===== src/rtl/crank_wheel_gen_pkg.sv =====
// Shared constants and state type for the crank wheel generator and the HWAG receiver.
package crank_wheel_gen_pkg;

    localparam int HWAG_PCNT_WIDTH    = 24;
    localparam int HWAG_TCNT_WIDTH    = 6;
    localparam int HWAG_TEETH_TOTAL   = 60;
    localparam int HWAG_TEETH_MISSING = 2;

    typedef enum logic [0:0] {
        IDLE = 1'b0,
        RUN  = 1'b1
    } gen_state_t;

endpackage


===== src/rtl/crank_wheel_gen_if.sv =====
// Control and observation signals of the crank wheel generator.
interface crank_wheel_gen_if
    import crank_wheel_gen_pkg::*;
#(
    parameter int PER_WIDTH  = HWAG_PCNT_WIDTH,
    parameter int TCNT_WIDTH = HWAG_TCNT_WIDTH
);

    logic                  ena;
    logic [PER_WIDTH-1:0]  period;
    logic [TCNT_WIDTH-1:0] start_tooth;
    logic                  inv;
    logic                  cap;
    logic                  busy;
    logic [TCNT_WIDTH-1:0] tooth_num;
    logic                  gap;
    logic                  rev_pulse;
    logic                  period_err;

    modport master (
        output ena, period, start_tooth, inv,
        input  cap, busy, tooth_num, gap, rev_pulse, period_err
    );

    modport slave (
        input  ena, period, start_tooth, inv,
        output cap, busy, tooth_num, gap, rev_pulse, period_err
    );

endinterface


===== src/rtl/crank_wheel_gen_slot_timer.sv =====
// Per-slot clock counter with a period shadow register that reloads only on slot boundaries.
module crank_wheel_gen_slot_timer #(
    parameter int PER_WIDTH = 24
) (
    input  logic                 clk,
    input  logic                 rst,
    input  logic                 i_run,
    input  logic                 i_start,
    input  logic [PER_WIDTH-1:0] i_period,
    output logic                 o_boundary,
    output logic [PER_WIDTH-1:0] o_pcnt_nxt,
    output logic [PER_WIDTH-1:0] o_period_q_nxt
);

    logic [PER_WIDTH-1:0] r_pcnt;
    logic [PER_WIDTH-1:0] r_period_q;
    logic                 w_reload;

    assign o_boundary = i_run && (r_pcnt == (r_period_q - PER_WIDTH'(1)));
    assign w_reload   = i_start || o_boundary;

    // Next values are exported so the owner can register outputs aligned with the counter.
    always_comb begin
        o_pcnt_nxt     = r_pcnt;
        o_period_q_nxt = r_period_q;
        if (w_reload) begin
            o_pcnt_nxt     = '0;
            o_period_q_nxt = i_period;
        end else if (i_run) begin
            o_pcnt_nxt = r_pcnt + PER_WIDTH'(1);
        end
    end

    always_ff @(posedge clk) begin
        if (rst) begin
            r_pcnt     <= '0;
            r_period_q <= '0;
        end else begin
            r_pcnt     <= o_pcnt_nxt;
            r_period_q <= o_period_q_nxt;
        end
    end

endmodule


===== src/rtl/crank_wheel_gen.sv =====
// N-M toothed crank wheel emulator: programmable slot period, start slot and output polarity.
module crank_wheel_gen
    import crank_wheel_gen_pkg::*;
#(
    parameter int PER_WIDTH     = HWAG_PCNT_WIDTH,
    parameter int TCNT_WIDTH    = HWAG_TCNT_WIDTH,
    parameter int TEETH_TOTAL   = HWAG_TEETH_TOTAL,
    parameter int TEETH_MISSING = HWAG_TEETH_MISSING
) (
    input  logic              clk,
    input  logic              rst,
    crank_wheel_gen_if.slave  bus
);

    if (!((TEETH_MISSING < TEETH_TOTAL) && (TEETH_TOTAL <= (1 << TCNT_WIDTH)))) begin : g_bad_params
        $error("crank_wheel_gen: need TEETH_MISSING < TEETH_TOTAL <= 2**TCNT_WIDTH");
    end

    localparam logic [TCNT_WIDTH-1:0] L_FIRST_GAP = TCNT_WIDTH'(TEETH_TOTAL - TEETH_MISSING);
    localparam logic [TCNT_WIDTH-1:0] L_LAST_SLOT = TCNT_WIDTH'(TEETH_TOTAL - 1);
    localparam logic [TCNT_WIDTH:0]   L_SLOTS     = (TCNT_WIDTH + 1)'(TEETH_TOTAL);

    gen_state_t            r_state;
    gen_state_t            w_state_nxt;
    logic [TCNT_WIDTH-1:0] r_tcnt;
    logic [TCNT_WIDTH-1:0] w_tcnt_nxt;
    logic [TCNT_WIDTH-1:0] w_start_slot;
    logic                  r_cap;
    logic                  r_busy;
    logic                  r_gap;
    logic                  r_rev_pulse;
    logic                  r_period_err;
    logic                  w_run;
    logic                  w_run_nxt;
    logic                  w_period_ok;
    logic                  w_start;
    logic                  w_boundary;
    logic                  w_stop;
    logic                  w_advance;
    logic                  w_err_nxt;
    logic                  w_active;
    logic [PER_WIDTH-1:0]  w_pcnt_nxt;
    logic [PER_WIDTH-1:0]  w_period_q_nxt;

    assign w_run        = (r_state == RUN);
    assign w_period_ok  = (bus.period > PER_WIDTH'(1));
    assign w_start      = !w_run && bus.ena && w_period_ok;
    assign w_stop       = w_boundary && !(bus.ena && w_period_ok);
    assign w_advance    = w_boundary && !w_stop;
    assign w_start_slot = ({1'b0, bus.start_tooth} >= L_SLOTS) ? '0 : bus.start_tooth;

    crank_wheel_gen_slot_timer #(
        .PER_WIDTH (PER_WIDTH)
    ) u_slot_timer (
        .clk            (clk),
        .rst            (rst),
        .i_run          (w_run),
        .i_start        (w_start),
        .i_period       (bus.period),
        .o_boundary     (w_boundary),
        .o_pcnt_nxt     (w_pcnt_nxt),
        .o_period_q_nxt (w_period_q_nxt)
    );

    always_comb begin
        w_state_nxt = r_state;
        w_tcnt_nxt  = r_tcnt;
        w_err_nxt   = 1'b0;
        if (w_start) begin
            w_state_nxt = RUN;
            w_tcnt_nxt  = w_start_slot;
        end else if (!w_run && bus.ena) begin
            w_err_nxt = 1'b1;
        end else if (w_stop) begin
            // Stopping keeps the slot index so tooth_num shows where the wheel halted.
            w_state_nxt = IDLE;
            w_err_nxt   = !w_period_ok;
        end else if (w_advance) begin
            w_tcnt_nxt = (r_tcnt == L_LAST_SLOT) ? '0 : r_tcnt + TCNT_WIDTH'(1);
        end
    end

    assign w_run_nxt = (w_state_nxt == RUN);
    assign w_active  = w_run_nxt && (w_tcnt_nxt < L_FIRST_GAP) &&
                       (w_pcnt_nxt < (w_period_q_nxt >> 1));

    always_ff @(posedge clk) begin
        if (rst) begin
            r_state      <= IDLE;
            r_tcnt       <= '0;
            r_cap        <= bus.inv;
            r_busy       <= 1'b0;
            r_gap        <= 1'b0;
            r_rev_pulse  <= 1'b0;
            r_period_err <= 1'b0;
        end else begin
            r_state      <= w_state_nxt;
            r_tcnt       <= w_tcnt_nxt;
            r_cap        <= w_active ? ~bus.inv : bus.inv;
            r_busy       <= w_run_nxt;
            r_gap        <= w_run_nxt && (w_tcnt_nxt >= L_FIRST_GAP);
            r_rev_pulse  <= (w_start || w_advance) && (w_tcnt_nxt == '0);
            r_period_err <= w_err_nxt;
        end
    end

    assign bus.cap        = r_cap;
    assign bus.busy       = r_busy;
    assign bus.tooth_num  = r_tcnt;
    assign bus.gap        = r_gap;
    assign bus.rev_pulse  = r_rev_pulse;
    assign bus.period_err = r_period_err;

endmodule


===== src/flat_wrapper.sv =====
// flat-port wrapper written by rule: the top's interface ports become plain ports
module crank_wheel_gen_flat import crank_wheel_gen_pkg::*;
#(
    parameter int PER_WIDTH     = HWAG_PCNT_WIDTH,
    parameter int TCNT_WIDTH    = HWAG_TCNT_WIDTH,
    parameter int TEETH_TOTAL   = HWAG_TEETH_TOTAL,
    parameter int TEETH_MISSING = HWAG_TEETH_MISSING
)
  (clk, rst, bus_ena, bus_period, bus_start_tooth, bus_inv, bus_cap, bus_busy, bus_tooth_num, bus_gap, bus_rev_pulse, bus_period_err);
  crank_wheel_gen_if #(.PER_WIDTH(PER_WIDTH), .TCNT_WIDTH(TCNT_WIDTH)) bus_i ();
  input  logic clk;
  input  logic rst;
  input wire logic [$bits(bus_i.ena)-1:0] bus_ena;
  input wire logic [$bits(bus_i.period)-1:0] bus_period;
  input wire logic [$bits(bus_i.start_tooth)-1:0] bus_start_tooth;
  input wire logic [$bits(bus_i.inv)-1:0] bus_inv;
  output wire logic [$bits(bus_i.cap)-1:0] bus_cap;
  output wire logic [$bits(bus_i.busy)-1:0] bus_busy;
  output wire logic [$bits(bus_i.tooth_num)-1:0] bus_tooth_num;
  output wire logic [$bits(bus_i.gap)-1:0] bus_gap;
  output wire logic [$bits(bus_i.rev_pulse)-1:0] bus_rev_pulse;
  output wire logic [$bits(bus_i.period_err)-1:0] bus_period_err;
  assign bus_i.ena = bus_ena;
  assign bus_i.period = bus_period;
  assign bus_i.start_tooth = bus_start_tooth;
  assign bus_i.inv = bus_inv;
  assign bus_cap = bus_i.cap;
  assign bus_busy = bus_i.busy;
  assign bus_tooth_num = bus_i.tooth_num;
  assign bus_gap = bus_i.gap;
  assign bus_rev_pulse = bus_i.rev_pulse;
  assign bus_period_err = bus_i.period_err;
  crank_wheel_gen #(.PER_WIDTH(PER_WIDTH), .TCNT_WIDTH(TCNT_WIDTH), .TEETH_TOTAL(TEETH_TOTAL), .TEETH_MISSING(TEETH_MISSING)) u_core (.clk(clk), .rst(rst), .bus(bus_i));
endmodule

===== config.mk =====
export PLATFORM = sky130hd
export DESIGN_NAME = crank_wheel_gen_flat
export DESIGN_NICKNAME = d
export VERILOG_FILES = /design/src/rtl/crank_wheel_gen_pkg.sv /design/src/rtl/crank_wheel_gen_if.sv /design/src/rtl/crank_wheel_gen_slot_timer.sv /design/src/rtl/crank_wheel_gen.sv /design/src/flat_wrapper.sv
export SDC_FILE = /design/constraint.sdc
export NUM_CORES = 1
export LEC_CHECK = 0
export ABC_CLOCK_PERIOD_IN_PS = 13600
export BUFFER_PORTS_ARGS = -buffer_cell sky130_fd_sc_hd__buf_2
export CAP_MARGIN = 20
export CORE_AREA = 3 3 124 78
export CTS_BUF_LIST = sky130_fd_sc_hd__clkbuf_8 sky130_fd_sc_hd__clkbuf_16
export CTS_CLUSTER_DIAMETER = 60
export DETAILED_ROUTE_END_ITERATION = 16
export DIE_AREA = 0 0 127 81
export GPL_ROUTABILITY_DRIVEN = 0
export PLACE_DENSITY = 0.81
export SKIP_LAST_GASP = 1
export SLEW_MARGIN = 40
export SYNTH_ARGS = -nofsm -noshare
export SYNTH_HDL_FRONTEND = slang
export SYNTH_HIERARCHICAL = 1
export SYNTH_SLANG_ARGS = --single-unit

===== constraint.sdc =====
create_clock -name clk -period 13.6 [get_ports clk]
set_input_delay 2.72 -clock clk [delete_from_list [all_inputs] [get_ports clk]]
set_output_delay 2.72 -clock clk [all_outputs]
set_load 0.03 [all_outputs]

==> impl_metrics.tcl <==
set metrics [dict create \
    hp-class "flip-flop to flip-flop" \
    num_rows 26 \
    core_area_um2 8520 \
    n_antenna_cell 0 \
    leakagePower_nw 2.27 \
    cts_resized 0 \
    finalSetupViolCount 0 \
    cp_top_family "simple AND/OR/NAND/NOR gates" \
    fp.dieH_um 81 \
    numClockSinks 59 \
    nFillCells 680 \
    htreeDepth 3 \
    synth_area_per_cell_um2 7.76 \
    cp_max_fo 34 \
    cp_num_buf_inv 4 \
    clk_pin_slew_worst_paths_ns 0.05 \
    overflow 0 \
    syn_inst 686 \
    syn_area_um2 5320 \
    drtAntennaViolNets 0 \
    cp_num_cells 17 \
    worstSetupPathType "primary input to flip-flop" \
    syn_nets 745 \
    endpoint_kind "flip-flop" \
    via_per_inst 7.24 \
    place.detailed.hpwl_um 12600 \
    ir_worst_vdd_v 0.0000626 \
    cts_hold_buffers 0 \
    grt_pass1_vias 5135 \
    critPathSlowestCell "or4b_2" \
    num-nets-final 760 \
    grt_max_degree 36 \
    instances_no_fill 818 \
    slew_viol_final 0 \
    syn_to_final_growth_pct 8.96 \
    yosysWarnings 6 \
    holdPathStages 2 \
    cp_cell_sequence "buf_2 -> nor4_2 -> nand4_2 -> nor2_1 -> nor2_2 -> buf_4 -> inv_2 -> o311ai_0 -> nand3_1 -> inv_1 -> ha_1 -> nand4_1 -> or4b_2 -> nor4_1 -> nand2_1 -> nand4b_1 -> xnor2_1" \
    route.detailed.drc 0 \
    vias 5926 \
    die_x_um 127 \
    cp.arrival_ns 6.82 \
    finClkSkew_ns 0.00770 \
    r2r_cells 18 \
    slowest_delay_ns 0.68 \
    status "finished clean" \
    cts_setup_buffers 0 \
    cts_buffer_depth 2 \
    portBuffers 44 \
    drt_pass1_iterations 10 \
    drtIter0Drc 1107 \
    power_density_nw_per_um2 95.6 \
    cts_inserted_buffers 9 \
    cp-start-kind "primary input" \
    wl_per_cell_um 21.1 \
    max_freq_mhz 153 \
    initial_core_util_pct 62.4 \
    fin_crit_sh_pct 48.2 \
    whs_ns 0.609 \
    grt_pass1_wl_um 27800 \
    worst_pin_slew_ns 0.805 \
    clkLatencyLatePin_ns 0.34 \
    drv_cap 0 \
    worstPathRequired_ns 13.87 \
    placed_cells 802 \
    period_minus_slack_ns 6.55 \
    die_area_um2 10300 \
    drive_gt1_share_pct 16.6 \
    tritoncts "built" \
    hold_viol_final 0 \
    rsz0062_at_grt "false" \
    antenna_found_initial 0 \
    max_slew_margin_pct 46.3 \
    detail_route.wirelength_um 17300 \
    finalSetupTns_ns 0 \
    root_buffer "clkbuf_16" \
    num_io_pins 45 \
    grt_usage_pct 34.3 \
]
## cells in the final DEF, fill, tap and decap left out, types with 5 or more instances in the layout
master / n
ha_1: 25
nor3_1: 49
dfxtp_1: 59
nor2_1: 47
a21oi_1: 10
xor2_1: 24
and3_1: 9
buf_4: 10
o311ai_0: 5
o21ai_1: 5
and4_1: 5
xnor2_1: 28
nor4_1: 11
buf_2: 44
nor2b_1: 8
o311ai_2: 20
a221oi_1: 24
nand2_1: 50
o21ai_0: 9
nor4_2: 6
a31oi_1: 29
nand4_1: 39
clkbuf_16: 9
or4_1: 5
nand3_1: 34
a21o_1: 6
inv_1: 56
## flip-flops by register name (all words and copies together), names as in the netlist
| signal | flops |
|---|---|
| u_core/bus.busy | 1 |
| u_core/bus.cap | 1 |
| u_core/bus.gap | 1 |
| u_core/bus.period_err | 1 |
| u_core/bus.rev_pulse | 1 |
| u_core/bus.tooth_num | 6 |
| u_core/u_slot_timer/r_pcnt | 24 |
| u_core/u_slot_timer/r_period_q | 24 |
## layer usage
metal  up-vias  GRT usage (%)  share of wire, %
met5         -              0                 0
met4         0           7.82               2.0
met3        50           12.8                17
met2       488           44.9                37
met1      2768           51.9                44
li1       2620              -                 -
## cell type report
cell class / count / area [um2] / share of cell area [%]
Multi-Input combinational cell: 522 / 3710 / 64.0
Tap cell: 112 / 140 / 2.42
Clock buffer: 9 / 225 / 3.89
Sequential cell: 59 / 1180 / 20.4
Timing Repair Buffer: 54 / 295 / 5.09
Clock inverter: 7 / 37.5 / 0.648
Inverter: 55 / 206 / 3.56
## tightest hold or removal path: stages, from the launching register on
cell and delay [ns]:
dfxtp_1 0.37, o311ai_2 0.10, a31oi_1 0.07
## stage by stage
step	utilization, %	power (mW)	setup WS [ns]	cell area (um2)
finish	68.0	0.554	7.05	5800
global route	68.0	0.574	6.71	5800
CTS	68.0	0.548	7.12	5800
detailed placement	64.9	0.346	6.79	5530
global placement	64.9	0.341	6.58	5530
floorplan	-	0.302	7.46	5320
## path summary, 6_finish.rpt
path	from	slack, ns	end
max	bus_period[7]	7.05	u_core/bus.cap$_DFF_P_
min	u_core/u_slot_timer/r_period_q[12]$_SDFF_PP0_	0.61	u_core/u_slot_timer/r_period_q[12]$_SDFF_PP0_
min reg2reg	u_core/u_slot_timer/r_period_q[12]$_SDFF_PP0_	0.61	u_core/u_slot_timer/r_period_q[12]$_SDFF_PP0_
max reg2reg	u_core/u_slot_timer/r_period_q[0]$_SDFF_PP0_	7.67	u_core/bus.cap$_DFF_P_
## report_power, final
group	switching, mW	internal (mW)	leakage, nW
Sequential	0.0134	0.179	0.481
Combinational	0.105	0.0529	1.66
Clock	0.0830	0.121	0.134
Total	0.201	0.353	2.27
Note: power is estimated with default switching activity, not from simulation.
